File: src/rtl/uart_tx.sv
// UART transmitter: valid/ready word input, one-word holding register, and a
// start/data/parity/stop serialiser that chains held words with no idle gap.
module uart_tx #(
   parameter int DATA_WIDTH = 8,
   parameter int BAUD_RATE  = 115_200,
   parameter int CLK_FREQ   = 50_000_000,
   parameter int PARITY     = 0,
   parameter int STOP_BITS  = 1
) (
   input  logic                  clk,
   input  logic                  reset_n,
   input  logic                  ena,
   input  logic [DATA_WIDTH-1:0] tx_data,
   input  logic                  tx_valid,
   output logic                  tx_ready,
   output logic                  txd,
   output logic                  busy
);

   localparam int PULSE_WIDTH = CLK_FREQ / BAUD_RATE;
   localparam int CNT_W       = (PULSE_WIDTH > 1) ? $clog2(PULSE_WIDTH) : 1;
   localparam int BIT_W       = (DATA_WIDTH > 1) ? $clog2(DATA_WIDTH) : 1;

   generate
      if (PULSE_WIDTH < 2) begin : g_bad_pulse_width
         $error("uart_tx: CLK_FREQ / BAUD_RATE must be at least 2");
      end
      if (PARITY < 0 || PARITY > 2) begin : g_bad_parity
         $error("uart_tx: PARITY must be 0, 1 or 2");
      end
      if (STOP_BITS < 1 || STOP_BITS > 2) begin : g_bad_stop_bits
         $error("uart_tx: STOP_BITS must be 1 or 2");
      end
   endgenerate

   typedef enum logic [2:0] {
      ST_IDLE,
      ST_START,
      ST_DATA,
      ST_PARITY,
      ST_STOP
   } state_t;

   state_t                state;
   logic [CNT_W-1:0]      baud_cnt;
   logic [BIT_W-1:0]      bit_cnt;
   logic                  stop_cnt;
   logic [DATA_WIDTH-1:0] shift_reg;
   logic [DATA_WIDTH-1:0] shift_next;
   logic                  parity_bit;
   logic [DATA_WIDTH-1:0] hold_data;
   logic                  hold_full;
   logic                  accept;
   logic                  baud_end;
   logic                  load_parity;
   logic                  last_stop;

   assign tx_ready    = ena & ~hold_full;
   assign busy        = (state != ST_IDLE) | hold_full;
   assign accept      = tx_valid & tx_ready;
   assign baud_end    = (baud_cnt == CNT_W'(PULSE_WIDTH - 1));
   assign shift_next  = shift_reg >> 1;
   assign last_stop   = (stop_cnt == 1'(STOP_BITS - 1));
   // Parity is fixed at load time so the shifting register cannot disturb it.
   assign load_parity = (PARITY == 2) ? ^hold_data : ~^hold_data;

   always_ff @(posedge clk or negedge reset_n) begin
      if (!reset_n) begin
         state      <= ST_IDLE;
         baud_cnt   <= '0;
         bit_cnt    <= '0;
         stop_cnt   <= 1'b0;
         shift_reg  <= '0;
         parity_bit <= 1'b0;
         hold_data  <= '0;
         hold_full  <= 1'b0;
         txd        <= 1'b1;
      end else if (ena) begin
         // accept and load never coincide: accept needs the holder empty, load needs it full
         if (accept) begin
            hold_data <= tx_data;
            hold_full <= 1'b1;
         end

         if (state != ST_IDLE) begin
            baud_cnt <= baud_end ? '0 : baud_cnt + 1'b1;
         end

         case (state)
            ST_IDLE: begin
               txd <= 1'b1;
               if (hold_full) begin
                  shift_reg  <= hold_data;
                  parity_bit <= load_parity;
                  hold_full  <= 1'b0;
                  txd        <= 1'b0;
                  state      <= ST_START;
               end
            end

            ST_START: begin
               if (baud_end) begin
                  state   <= ST_DATA;
                  bit_cnt <= '0;
                  txd     <= shift_reg[0];
               end
            end

            ST_DATA: begin
               if (baud_end) begin
                  if (bit_cnt == BIT_W'(DATA_WIDTH - 1)) begin
                     if (PARITY != 0) begin
                        state <= ST_PARITY;
                        txd   <= parity_bit;
                     end else begin
                        state    <= ST_STOP;
                        stop_cnt <= 1'b0;
                        txd      <= 1'b1;
                     end
                  end else begin
                     shift_reg <= shift_next;
                     txd       <= shift_next[0];
                     bit_cnt   <= bit_cnt + 1'b1;
                  end
               end
            end

            ST_PARITY: begin
               if (baud_end) begin
                  state    <= ST_STOP;
                  stop_cnt <= 1'b0;
                  txd      <= 1'b1;
               end
            end

            ST_STOP: begin
               if (baud_end) begin
                  if (last_stop) begin
                     // chain straight into the next start bit when a word is waiting
                     if (hold_full) begin
                        shift_reg  <= hold_data;
                        parity_bit <= load_parity;
                        hold_full  <= 1'b0;
                        txd        <= 1'b0;
                        state      <= ST_START;
                     end else begin
                        state <= ST_IDLE;
                     end
                  end else begin
                     stop_cnt <= 1'b1;
                  end
               end
            end

            default: begin
               state <= ST_IDLE;
               txd   <= 1'b1;
            end
         endcase
      end
   end

endmodule
File: config.mk
export PLATFORM = sky130hd
export DESIGN_NAME = uart_tx
export DESIGN_NICKNAME = d
export VERILOG_FILES = /design/src/rtl/uart_tx.sv
export SDC_FILE = /design/constraint.sdc
export NUM_CORES = 1
export LEC_CHECK = 0
export BUFFER_PORTS_ARGS = -buffer_cell sky130_fd_sc_hd__buf_4
export CAP_MARGIN = 20
export CORE_ASPECT_RATIO = 1.2
export CORE_MARGIN = 3
export CORE_UTILIZATION = 30
export CTS_BUF_LIST = sky130_fd_sc_hd__clkbuf_8
export DETAILED_ROUTE_END_ITERATION = 10
export PLACE_DENSITY = 0.45
export SETUP_SLACK_MARGIN = 0.15
export SLEW_MARGIN = 20
export SYNTH_ARGS = -nofsm -noshare
export SYNTH_HDL_FRONTEND = slang
export SYNTH_SLANG_ARGS = --single-unit
File: constraint.sdc
create_clock -name clk -period 2.1 [get_ports clk]
set_input_delay 0.315 -clock clk [delete_from_list [all_inputs] [get_ports clk]]
set_output_delay 0.315 -clock clk [all_outputs]
set_load 0.02 [all_outputs]
; ---- Yosys cells after proc, flatten, opt, wreduce, memory -nomap -nowiden
; Cells that the tools add are included.
[word_totals]
regBits = 34
input_bits = 12
out_inout_bits = 3
elab_cells = 81
[op_classes]
n_addsub = 2
n_eq_ne = 15
n_mux = 40
bitwise_logic = 4
n_reduce_logical = 12
[ops]
columns = op, count
row1 = $mux W8, 5
row2 = $mux W3, 10
row3 = $pmux W8 S3, 1
row4 = $mux W1, 18
row5 = $ne A2 B2 Y1 const B, 9
row6 = $pmux W3 S5, 1
row7 = $reduce_and A6 Y1, 2
row8 = $add A9 B1 Y9 const B, 1
row9 = $eq A9 B9 Y1 const B, 1
row10 = $mux W9, 1
row11 = $reduce_bool A3 Y1, 3
row12 = $reduce_and A8 Y1, 1
row13 = $reduce_and A7 Y1, 1
row14 = $eq A3 B2 Y1 const B, 2
row15 = $eq A3 B3 Y1 const B, 2
row16 = $pmux W3 S2, 1
row17 = $pmux W1 S5, 1
row18 = $reduce_and A5 Y1, 1
row19 = $reduce_and A2 Y1, 2
row20 = $add A3 B1 Y3 const B, 1
row21 = $eq A3 B1 Y1 const B, 1
row22 = $logic_not A3 Y1, 1
row23 = $pmux W1 S3, 1
row24 = $and A1 B1 Y1, 2
row25 = 4 further kinds, 4

; ---- Longest topological paths before layout
; Gate-level depths: netlist of the first run.
[logic_depth]
depth_word = 8
ltp_mapped = 7
mapped_depth_nobuf = 6

; ---- Worst setup path before layout of the first run
; Ideal clock, no wire load.
[synth_path]
kind = reg2reg
start = reg bit_cnt[0]
end = reg shift_reg[0]
setup_ns = 0.125
arrival_time_ns = 1.615
required_time_ns = 1.975
setup_slack_ns = 0.360
path_stages_with_launch = 8
n_path_buf = 1
synth_period_minus_slack_ns = 1.740
cell_sequence = dfrtp_1 -> ha_1 -> ha_1 -> nand2b_1 -> nor2_1 -> o221a_4 -> buf_6 -> mux2_2
[synth_between]
elab_chain_len = 3
[synth_lines]
columns = element, line_no
row1 = start: declaration, 46  ; logic [BIT_W-1:0] bit_cnt;
row2 = start signal: assignment, 123  ; bit_cnt <= bit_cnt + 1'b1;
row3 = $eq A3 B3 Y1, 111  ; if (bit_cnt == BIT_W'(DATA_WIDTH - 1)) begin
row4 = $ne A2 B2 Y1 (no source line), -
row5 = $reduce_and A6 Y1 (no source line), -
row6 = end signal: assignment, 93  ; shift_reg <= hold_data;
row7 = end signal: assignment, 121  ; shift_reg <= shift_next;
row8 = end signal: assignment, 141  ; shift_reg <= hold_data;
row9 = end: declaration, 48  ; logic [DATA_WIDTH-1:0] shift_reg;
; No other way between the ends.
; A chain may end at the register's enable or synchronous reset.

; ---- Worst setup path after layout of the first run
[layout_path]
start = reg bit_cnt[0]
end = reg shift_reg[6]
; The elaborated chain is that of the path after synthesis.

==> results list, run 1 <==
* Power per cell area: 1037 nW/um^2
- Die X-Extent: 75.28 um
* Global routing usage on met3: 3.487%
* Worst clock skew on the final layout: 0.007107 ns
* Number of global-route vias before repair: 1293
- STA classifies the critical path endpoint as a flip-flop.
- Worst stage delay on the critical path: 0.39 ns
* Setup Total Neg Slack: 0 ns
* Worst Setup Slack post-DPL: 0.2694 ns
- Total count of hold-check failures in the final report: 0
* Shortest clock period the worst path allows after layout: 1.825 ns
* Sequential-to-total area share from yosys stat: 47.86%
* Critical-path top delay cell: sky130_fd_sc_hd__dfrtp_1
* Number of DRC violations after detailed routing: 0
- Initial cell density of the core: 31.75%
* Area enclosed by the die boundary: 6710 um^2
* Critical path's most frequent cell: sky130_fd_sc_hd__ha_1
* Detailed-route wire length: 3337 um
* Number of clock buffers inserted by TritonCTS: 5
* Number of antenna violations at the first check in global routing: 0
- Routed wirelength normalized by instance count: 14.51 um
- The detailed router placed 1184 vias in this run.
* Series of cell instances along the critical path: ha_1, ha_1, nand2b_1, nor2_1, o221a_4, mux2_2
- Share of cells above drive strength 1: 35.71%
- Once layout is complete, the cells apart from fillers number 230.
* Critical Path AT: 2.00 ns
- The mapped netlist covers 1728 um^2.
- Synth cell types: 44
- Synthesized area divided by synthesized cell count: 11.75 um^2
- Crit share post-route: 86.89%
- For this run, the number of Yosys warnings is 0.
- Core Util, Final: 37.22%
- For this run the aggregate overflow at the end of global routing stands at 0.
* Final Worst Setup Slack: 0.2752 ns
* HPWL Detailed: 2350 um
- Total number of clock tree sinks: 33
- Count of H-tree levels built during CTS: 2
- For the pin with the worst max-slew slack, the measured transition is 0.5529 ns.
* # setup viols final: 0
* Top achievable clock speed: 548.0 MHz
* Pin count of the biggest net entering global routing: 34
- Of all cell types, the one taking the most synthesized area is sky130_fd_sc_hd__dfrtp_1.
- In this run the worst path has a maximum fanout of 8.
- Fin area: 2026 um^2
- GR met1 Demand/Resource: 14.53%
- The detailed router finished its first iteration with 36 violations.
* Required time at the endpoint of the critical path: 2.28 ns
- Global-route wire length before repair: 5871 um
- Result of the run: finished, final reports clean
* Placed cell count: 221
- Total of max-cap violations: 0
- Max reg flops: 9
- Global routing consumed, over all layers together, 11.61% of the routing resources.
- Class of the tightest hold or removal check: in2reg
- After synthesis, the cell types taking the most area are sky130_fd_sc_hd__dfrtp_1, sky130_fd_sc_hd__mux2_2, sky130_fd_sc_hd__ha_1.
* Cell family with the largest share of critical-path delay: flip-flops
- The worst-case IR drop observed on VDD is 0.0005139 V.
- The synthesized design contains 33 register bits.
* Clk pin slew, worst setup/hold paths: 0.08 ns
- Top Usage Layer GRT: met2
- Worst-case clock buffer depth: 2
- Together, buffers and inverters on the worst path number 0.
- In this run the remaining antenna-violating nets after routing total 0.
- Sum of internal, switching and leakage power: 2.101 mW
* Synthesized net count: 163
- Most frequently used flop master after synthesis: sky130_fd_sc_hd__dfrtp_1
* Most common cell after layout, fill and taps aside: sky130_fd_sc_hd__dfrtp_1
- Synthesis produced 147 cells.
* DR pass1 iterations: 4
- Setup repair after global routing left no endpoint under its margin.
- Hold timing on the final database bottoms out at a slack of 0.2529 ns.
- The worst setup path is of the reg2reg kind.
- Yosys mapped a number of flops with a built-in enable equal to 0.
* Number of setup buffers added after CTS: 0
- Port buffering added 14 buffers.
- Number of primary I/O pins: 15
- In the final design database the tool counted 183 nets.
- Count of pins over their slew limit: 0
* Std-Cell Core Area: 5443 um^2
* Post-place instance area: 1901 um^2
- Area growth, synth to finish: 17.23%
- The repair_antennas step left the layout with diodes totalling 0.
- TritonCTS built the clock tree.
- Flop-to-flop setup slack: 0.28 ns
- Global placement routability congestion: 0.7799
- From bottom edge to top edge, the die measures 89.14 um.
* Max-slew headroom at the worst pin: 62.83%
- Root buffer cell: sky130_fd_sc_hd__clkbuf_8
- Per-cell via count in the routed design: 5.148
- Latest clock arrival within the worst-skew pair: 0.29 ns
- Async set or reset register ratio after synthesis: 100.0%
- Commonest cells after routing, fill and taps aside: sky130_fd_sc_hd__dfrtp_1, sky130_fd_sc_hd__mux2_2, sky130_fd_sc_hd__buf_4
- Area fraction of the dominant cell type after synthesis: 46.34%
- Total leakage power: 0.9249 nW
* GRT met2 Usage: 18.07%
- STA classifies the critical path startpoint as a flip-flop.
- # rows: 29
[cell families after synthesis]
group	count (synthesis)	synth area share, %
AOI/OAI and AO/OA	25	11.66
xor gates and xnor gates	4	2.028
adders and majority gates	4	2.897
buffers and inverters	11	3.403
DFF	33	47.86
muxes	27	17.67
and+or+nand+nor	43	14.48
[timing repair]
item	CTS	global route
gates resized for setup	0	0
endpoints found under the hold margin	32	0
hold buffers	1	0
[power by group]
group	switching [mW]	internal (mW)	total (mW)	leakage [nW]
Combinational	0.212	0.320	0.532	0.469
Clock	0.247	0.355	0.602	0.0543
Sequential	0.139	0.828	0.967	0.401
[synth_stat cells, types with 2 or more instances]
library cell	number
sky130_fd_sc_hd__nand2_1	10
sky130_fd_sc_hd__o21ai_0	3
sky130_fd_sc_hd__mux2_2	24
sky130_fd_sc_hd__a31oi_1	2
sky130_fd_sc_hd__dfrtp_1	32
sky130_fd_sc_hd__o22ai_1	2
sky130_fd_sc_hd__nor4_1	2
sky130_fd_sc_hd__inv_1	4
sky130_fd_sc_hd__clkbuf_1	2
sky130_fd_sc_hd__o221ai_1	2
sky130_fd_sc_hd__a21oi_1	3
sky130_fd_sc_hd__nand4_1	2
sky130_fd_sc_hd__nand3_1	4
sky130_fd_sc_hd__nand2b_1	3
sky130_fd_sc_hd__nor2b_1	2
sky130_fd_sc_hd__nor2_1	7
sky130_fd_sc_hd__o32a_1	2
sky130_fd_sc_hd__nor3_1	2
sky130_fd_sc_hd__and3_1	3
sky130_fd_sc_hd__o31ai_1	2
sky130_fd_sc_hd__ha_1	4
sky130_fd_sc_hd__buf_6	2
sky130_fd_sc_hd__mux2i_1	2
sky130_fd_sc_hd__buf_2	2
sky130_fd_sc_hd__xnor2_1	2
sky130_fd_sc_hd__xor2_1	2
sky130_fd_sc_hd__a21o_1	3
[final timing paths]
check	startpoint	to	depth (start not counted)
min in group asynchronous	reset_n	baud_cnt[5]	2
setup reg to reg	bit_cnt[0]	shift_reg[6]	6
hold / removal	tx_data[3]	hold_data[3]	2
max in group asynchronous	reset_n	txd	2
hold reg to reg	baud_cnt[6]	baud_cnt[6]	1
setup / recovery	bit_cnt[0]	shift_reg[6]	6
[metal layers]
layer  routed length [um]  up-vias  part of all wire [%]
met1                 1530      573                    46
met5                    0        -                     0
met3                  140        4                   4.2
li1                     -      582                     -
met4                   43        0                   1.3
met2                 1623       25                    49
[area by class of cell]
| class | instances | area (um^2) |
|---|---|---|
| inverters | 5 | 18.77 |
| fillers | 540 | 3417 |
| multi-input cells | 103 | 842.1 |
| well taps | 62 | 77.57 |
| flip-flops and latches | 33 | 827.0 |
| clock inverters | 3 | 46.29 |
| clock buffers | 5 | 68.82 |
| repair buffers | 19 | 145.1 |
No activity file was read; power rests on OpenSTA's default activity.
==> run 2: changes to the inputs <==
--- a/config.mk
+++ b/config.mk
@@ -13,7 +13,9 @@
 export CTS_BUF_LIST = sky130_fd_sc_hd__clkbuf_8
 export DETAILED_ROUTE_END_ITERATION = 10
 export PLACE_DENSITY = 0.45
+export RECOVER_POWER = 50
 export SETUP_SLACK_MARGIN = 0.15
+export SKIP_LAST_GASP = 1
 export SLEW_MARGIN = 20
 export SYNTH_ARGS = -nofsm -noshare
 export SYNTH_HDL_FRONTEND = slang
==> results list, run 2 (synthesis results as in run 1) <==
- Total grt overflow: 0 (unchanged)
- Flop-to-flop setup slack: 0.28 ns (about the same)
* Total of max-cap violations: 0 (unchanged)
- Min-Delay Startpoint: tx_data[3]
- Number of setup buffers added after CTS: 0 (unchanged)
* Crit share post-route: 86.89% (unchanged)
- Number of global-route vias before repair: 1293 (unchanged)
- After detailed routing, no signal wire sits above met4.
- The headroom to the max-slew limit is 44.53% (-18 points).
- Count of pins over their slew limit: 0 (unchanged)
- The floorplan die width was 75.28 um (unchanged).
* Clock tree from TritonCTS: yes
- Destination of the worst register-to-register timing path: shift_reg[6]
- Worst clock skew on the final layout: 0.007107 ns (unchanged)
- The total CTS buffers is 5 (unchanged).
- The area of the die came to 6710 um^2 (unchanged).
- Critical path endpoint category: flip-flop
* Final Worst Setup Slack: 0.2752 ns (unchanged)
- First DRT Iteration DRCs: 36 (unchanged)
- The power density over the cells is 1036 nW/um^2 (-0.11%).
- Worst supply voltage drop on vdd: 0.0005139 V (about the same)
- Length in cells of the worst reg-to-reg path: 6 (unchanged)
* Detailed-route wire length: 3340 um (about the same)
- Worst hold endpoint: hold_data[3]
* Overall die height: 89.14 um (unchanged)
* Number of nets in the finished design: 183 (unchanged)
* Metal-1 WL: 1534 um (+0.26%)
- The hold path depth came to 2 (unchanged).
* ANT cells: 0 (unchanged)
* Share of cells above drive strength 1: 35.12% (-0.60 points)
* Post-place instance area: 1901 um^2 (unchanged)
* # rows: 29 (unchanged)
- The aggregate global-route resource usage was 11.61% (unchanged).
* Required time at the endpoint of the critical path: 2.28 ns (about the same)
- DR pass1 iterations: 4 (unchanged)
* Clk pin slew, worst setup/hold paths: 0.08 ns (about the same)
- Critical path class: reg2reg
- Root buffer cell: sky130_fd_sc_hd__clkbuf_8
- Commonest cells after routing, fill and taps aside: sky130_fd_sc_hd__dfrtp_1, sky130_fd_sc_hd__mux2_2, sky130_fd_sc_hd__buf_4
- Shortest clock period the worst path allows after layout: 1.825 ns (unchanged)
- The HPWL reported at the end of detailed placement was 2350 um (unchanged).
- Worst Setup Slack post-DPL: 0.2694 ns (unchanged)
* Top achievable clock speed: 548.0 MHz (unchanged)
* Setup Total Neg Slack: 0 ns (unchanged)
- Count of H-tree levels built during CTS: 2 (unchanged)
- Placed cell count: 221 (unchanged)
- The leakage power summed over all cells is 0.9205 nW (-0.47%).
- WL met2: 1622 um (about the same)
- Setup repair after global routing left no endpoint under its margin.
- Number of primary I/O pins: 15 (unchanged)
* Total number of vias: 1183 (-0.084%)
- Number of antenna violations at the first check in global routing: 0 (unchanged)
- The pin count of the biggest net entering global routing was 34 (unchanged).
- Post-layout instance count excluding filler cells: 230 (unchanged)
* Startpoint type of the worst setup path: flip-flop
- The DRC violation count after routing is 0 (unchanged).
* Global-route wire length before repair: 5871 um (unchanged)
- The wire length per cell after detailed routing came to 14.52 um (about the same).
- The top fanout value on the critical path came to 8 (unchanged).
- The sum of met3 wire segment lengths after detailed routing was 140 um (unchanged).
- The total core area was 5443 um^2 (unchanged).
* Number of buffers inserted by port buffering: 14 (unchanged)
- Global placement routability congestion: 0.7799 (unchanged)
* Area growth, synth to finish: 16.87%
- Most common cell after layout, fill and taps aside: sky130_fd_sc_hd__dfrtp_1
- The min-delay analysis places its worst path in the category in2reg.
- Initial cell density of the core: 31.75% (unchanged)
- Per-cell via count in the routed design: 5.143 (about the same)
- The number of clock sinks is 33 (unchanged).
- The flip-flop count of the largest register, all copies and words added is 9 (unchanged).
- The final non-filler cell area is 2019 um^2 (-0.31%).
- Worst-case clock buffer depth: 2 (unchanged)
- Total count of hold-check failures in the final report: 0 (unchanged)
- The flow ran to the end, and the final reports show no timing, DRC or antenna violations.
- Remaining antenna violation count after routing: 0 (unchanged)
- The startpoint identified for the worst register-to-register timing path is bit_cnt[0].
- The source-to-sink clock delay at the later pin of the worst-skew pair is 0.29 ns (about the same).
* Critical Path AT: 2.00 ns (about the same)
* Worst hold margin: 0.2529 ns (unchanged)
- The final count of negative-setup-slack endpoints was 0 (unchanged).
- Worst slew pin tran: 0.8320 ns (+0.2791 ns)
[run 2: area by class of cell]
type,count,area [um^2]
Tap cell,62,77.57
Clock buffer,5,68.82
Sequential cell,33,827.0
Multi-Input combinational cell,103,842.1
Fill cell,542,3423
Timing Repair Buffer,19,138.9
Clock inverter,3,46.29
Inverter,5,18.77
[run 2: layer usage]
layer	vias to the layer above	GRT usage, %
met1	573	14.53
li1	582	-
met2	24	18.07
met4	0	5.723
met5	-	0
met3	4	3.487
[run 2: power breakdown]
part	switching, mW	internal, mW
combinational	0.212	0.311
sequential	0.139	0.828
clock	0.247	0.355
[run 2: per-stage QoR]
stage,power (mW),utilization [%]
after global placement,1.502,34.92
after detailed placement,1.518,34.92
after global routing,2.243,37.10
after floorplan,1.348,-
final,2.092,37.10
after CTS,2.137,37.22
[run 2: worst max-delay path by stage]
stage | slack [ns] | cells past startpoint | from | to
after global placement | 0.31 | 6 | bit_cnt[0] | shift_reg[3]
after CTS | 0.26 | 6 | bit_cnt[0] | shift_reg[4]
final | 0.28 | 6 | bit_cnt[0] | shift_reg[6]
after detailed placement | 0.27 | 6 | bit_cnt[0] | shift_reg[4]
after global routing | 0.18 | 6 | bit_cnt[0] | shift_reg[4]
after floorplan | 0.36 | 7 | bit_cnt[0] | shift_reg[0]
[run 2: worst max-delay path, cell delays in order, from the launching register on]
cell and delay, ns:
sky130_fd_sc_hd__dfrtp_1 0.39, sky130_fd_sc_hd__ha_1 0.20, sky130_fd_sc_hd__ha_1 0.19, sky130_fd_sc_hd__nand2b_1 0.17, sky130_fd_sc_hd__nor2_1 0.14, sky130_fd_sc_hd__o221a_4 0.28
sky130_fd_sc_hd__mux2_2 0.35
[run 2: what timing repair did]
action | 4_1_cts | 5_1_grt
gates resized for setup | 0 | 0
endpoints found under the hold margin | 32 | 0
hold buffers | 1 | 0
==> run 3: changes to the inputs <==
--- a/config.mk
+++ b/config.mk
@@ -9,10 +9,10 @@
 export CAP_MARGIN = 20
 export CORE_ASPECT_RATIO = 1.2
 export CORE_MARGIN = 3
-export CORE_UTILIZATION = 30
+export CORE_UTILIZATION = 61
 export CTS_BUF_LIST = sky130_fd_sc_hd__clkbuf_8
 export DETAILED_ROUTE_END_ITERATION = 10
-export PLACE_DENSITY = 0.45
+export PLACE_DENSITY = 0.8
 export RECOVER_POWER = 50
 export SETUP_SLACK_MARGIN = 0.15
 export SKIP_LAST_GASP = 1
==> constraint.sdc (replaced) <==
create_clock -name clk -period 1.7 [get_ports clk]
set_input_delay 0.255 -clock clk [delete_from_list [all_inputs] [get_ports clk]]
set_output_delay 0.255 -clock clk [all_outputs]
set_load 0.02 [all_outputs]
==> results list, run 3 (synthesis results as in run 1) <==
- The flow ran to the end, but the final reports show violations.
* Violations in the final reports: design-rule violations, negative setup slack
- The number of hold-slack violations in the final timing report is 0 (unchanged).
- The sequential group share of total power was 38.7% (-7.5 points).
* Most common cell after layout, fill and taps aside: sky130_fd_sc_hd__buf_4
- The combinational power share came to 37.2% (+12 points).
- The source-to-sink clock delay at the later pin of the worst-skew pair was 0.29 ns (about the same).
- Per-cell via count in the routed design: 6.511 (+27%)
* Proportion of total power due to net switching: 30.80% (+2.2 points)
- The post-layout utilization of the core was 89.95% (+53 points).
- The floorplan die width came to 54.59 um (-27%).
* Area enclosed by the die boundary: 3510 um^2 (-48%)
* Std-Cell Core Area: 2628 um^2 (-52%)
- The initial antenna violation count is 0 (unchanged).
- Share of cells above drive strength 1: 53.13% (+18 points)
* Worst supply voltage drop on vdd: 0.001191 V (+130%)
* Power per cell area: 1309 nW/um^2 (+26%)
- The effective utilization at floorplan came to 65.76% (+34 points).
- Pin count of the biggest net entering global routing: 34 (unchanged)
- The HPWL reported at the end of detailed placement was 2460 um (+4.7%).
- The number of global-route vias before repair was 1499 (+16%).
- The number of nets at the end of the flow was 207 (+13%).
- The count of pins over their slew limit came to 0 (unchanged).
- Number of DRC violations after detailed routing: 1 (+1)
- The headroom to the max-slew limit was 44.80% (+0.26 points).
- The setup total negative slack was -0.5745 ns (-0.5745 ns).
- TritonCTS built the clock tree.
* ANT cells: 0 (unchanged)
* Clk pin slew, worst setup/hold paths: 0.08 ns (about the same)
- The wire length per cell after detailed routing came to 21.25 um (+46%).
* First DRT Iteration DRCs: 91 (+150%)
* Total grt overflow: 0 (unchanged)
- The total CTS buffers is 5 (unchanged).
* Remaining antenna violation count after routing: 0 (unchanged)
* Critical path endpoint category: flip-flop
- The global-route wire length before repair came to 7044 um (+20%).
- The data arrival at the endpoint of the critical path is 1.96 ns (-0.04 ns).
- The final period demand of the worst path came to 1.783 ns (-0.04151 ns).
* # setup viols final: 10 (+10)
- Startpoint type of the worst setup path: flip-flop
* Commonest cells after routing, fill and taps aside: sky130_fd_sc_hd__buf_4, sky130_fd_sc_hd__dfrtp_1, sky130_fd_sc_hd__mux2_2
* Detailed-route wire length: 4781 um (+43%)
- The cell row count was 20 (-31%).
- Share of total power in the clock network: 24.1% (-4.7 points)
* Total of max-cap violations: 0 (unchanged)
- Total leakage power: 1.093 nW (+19%)
- The top fanout value on the critical path is 8 (unchanged).
* Root buffer cell: sky130_fd_sc_hd__clkbuf_8
* Global placement routability congestion: 0.9077 (+16%)
* Overall die height: 64.30 um (-28%)
- The switching power summed over all nets came to 0.9533 mW (+59%).
- The final cycle utilization of the critical path is 104.9% (+18 points).
- The level count of the clock H-tree is 2 (unchanged).
- Required time at the endpoint of the critical path: 1.87 ns (-0.41 ns)
- Number of primary I/O pins: 15 (unchanged)
- Critical path class: reg2reg
* Area growth, synth to finish: 36.79%
- Worst slew pin tran: 0.8280 ns (-0.003953 ns)
- The aggregate global-route resource usage came to 28.33% (+17 points).
* Worst-case clock buffer depth: 2 (unchanged)
* Final Worst Setup Slack: -0.08326 ns (-0.3585 ns)
- Setup repair after global routing could not meet its margin everywhere.
* Number of buffers inserted by port buffering: 14 (unchanged)
- DR pass1 iterations: 7 (+3)
- The routed via count was 1465 (+24%).
* Worst clock skew on the final layout: 0.01139 ns (+0.004283 ns)
- The flip-flop count of the largest register, all copies and words added came to 9 (unchanged).
* Top achievable clock speed: 560.8 MHz (+2.3%)
* Internal power summed over all cells: 2.141 mW (+43%)
- Total number of clock tree sinks: 33 (unchanged)
- The min-delay analysis places its worst path in the category in2reg.
run 3: layout make-up:
type | instances | area (um^2)
clock inverter | 3 | 46.29
inverter | 5 | 18.77
fill | 97 | 264.0
multi-input combinational | 103 | 978.4
timing repair buffer | 43 | 380.4
sequential | 33 | 829.5
tap | 33 | 41.29
clock buffer | 5 | 68.82
run 3: power by group through the flow:
stage	Combinational [mW]	Clock, mW	Sequential, mW
2_1_floorplan	0.494	0	1.18
3_3_place_gp	0.792	0	1.16
3_5_place_dp	0.834	0	1.18
4_1_cts	0.955	0.748	1.18
5_1_grt	1.22	0.794	1.22
6_report	1.15	0.746	1.20
run 3: what timing repair did:
| item | CTS | global route |
|---|---|---|
| hold endpoints to repair | 32 | 0 |
| hold buffers | 1 | 0 |
| pin swaps | 3 | 7 |
| setup buffers | 2 | 9 |
| endpoints found under the setup margin | 17 | 19 |
| gates resized for setup | 21 | 14 |
run 3: worst paths after layout:
kind,end,cells after the start,slack (ns),from
setup / recovery,shift_reg[6],6,-0.08,baud_cnt[1]
hold / removal,hold_data[4],2,0.20,tx_data[4]
setup reg to reg,shift_reg[6],6,-0.08,baud_cnt[1]
hold reg to reg,baud_cnt[6],1,0.50,baud_cnt[6]
max in group asynchronous,state[2],2,0.54,reset_n
min in group asynchronous,baud_cnt[7],2,0.60,reset_n
run 3: stage by stage:
stage / total power, mW / cells / cell area [um^2] / worst slack (ns) / hold WS, ns
2_1_floorplan: 1.675 / 147 / 1753 / -0.006763 / -0.04059
3_3_place_gp: 1.952 / 205 / 2012 / 0.003308 / 0.2106
3_5_place_dp: 2.015 / 205 / 2012 / -0.05491 / 0.2141
4_1_cts: 2.881 / 216 / 2236 / -0.02193 / 0.1934
5_1_grt: 3.234 / 225 / 2364 / -0.1316 / 0.1991
6_report: 3.095 / 225 / 2364 / -0.08326 / 0.1973
run 3: worst max-delay path: stages (launching register included):
cell and delay [ns]:
sky130_fd_sc_hd__dfrtp_1 0.40, sky130_fd_sc_hd__inv_2 0.08, sky130_fd_sc_hd__ha_4 0.12, sky130_fd_sc_hd__and4bb_4 0.26, sky130_fd_sc_hd__and2_4 0.16, sky130_fd_sc_hd__o221a_4 0.30, sky130_fd_sc_hd__mux2_4 0.34
run 3: metal layers:
| metal | track usage, % | part of all wire [%] | routed length [um] | vias to the layer above |
|---|---|---|---|---|
| met5 | 0 | 0 | 0 | - |
| met4 | 10.28 | 3.3 | 157 | 0 |
| met3 | 7.459 | 6.3 | 302 | 18 |
| met2 | 48.22 | 51 | 2415 | 82 |
| met1 | 32.67 | 40 | 1906 | 735 |
| li1 | - | - | - | 630 |
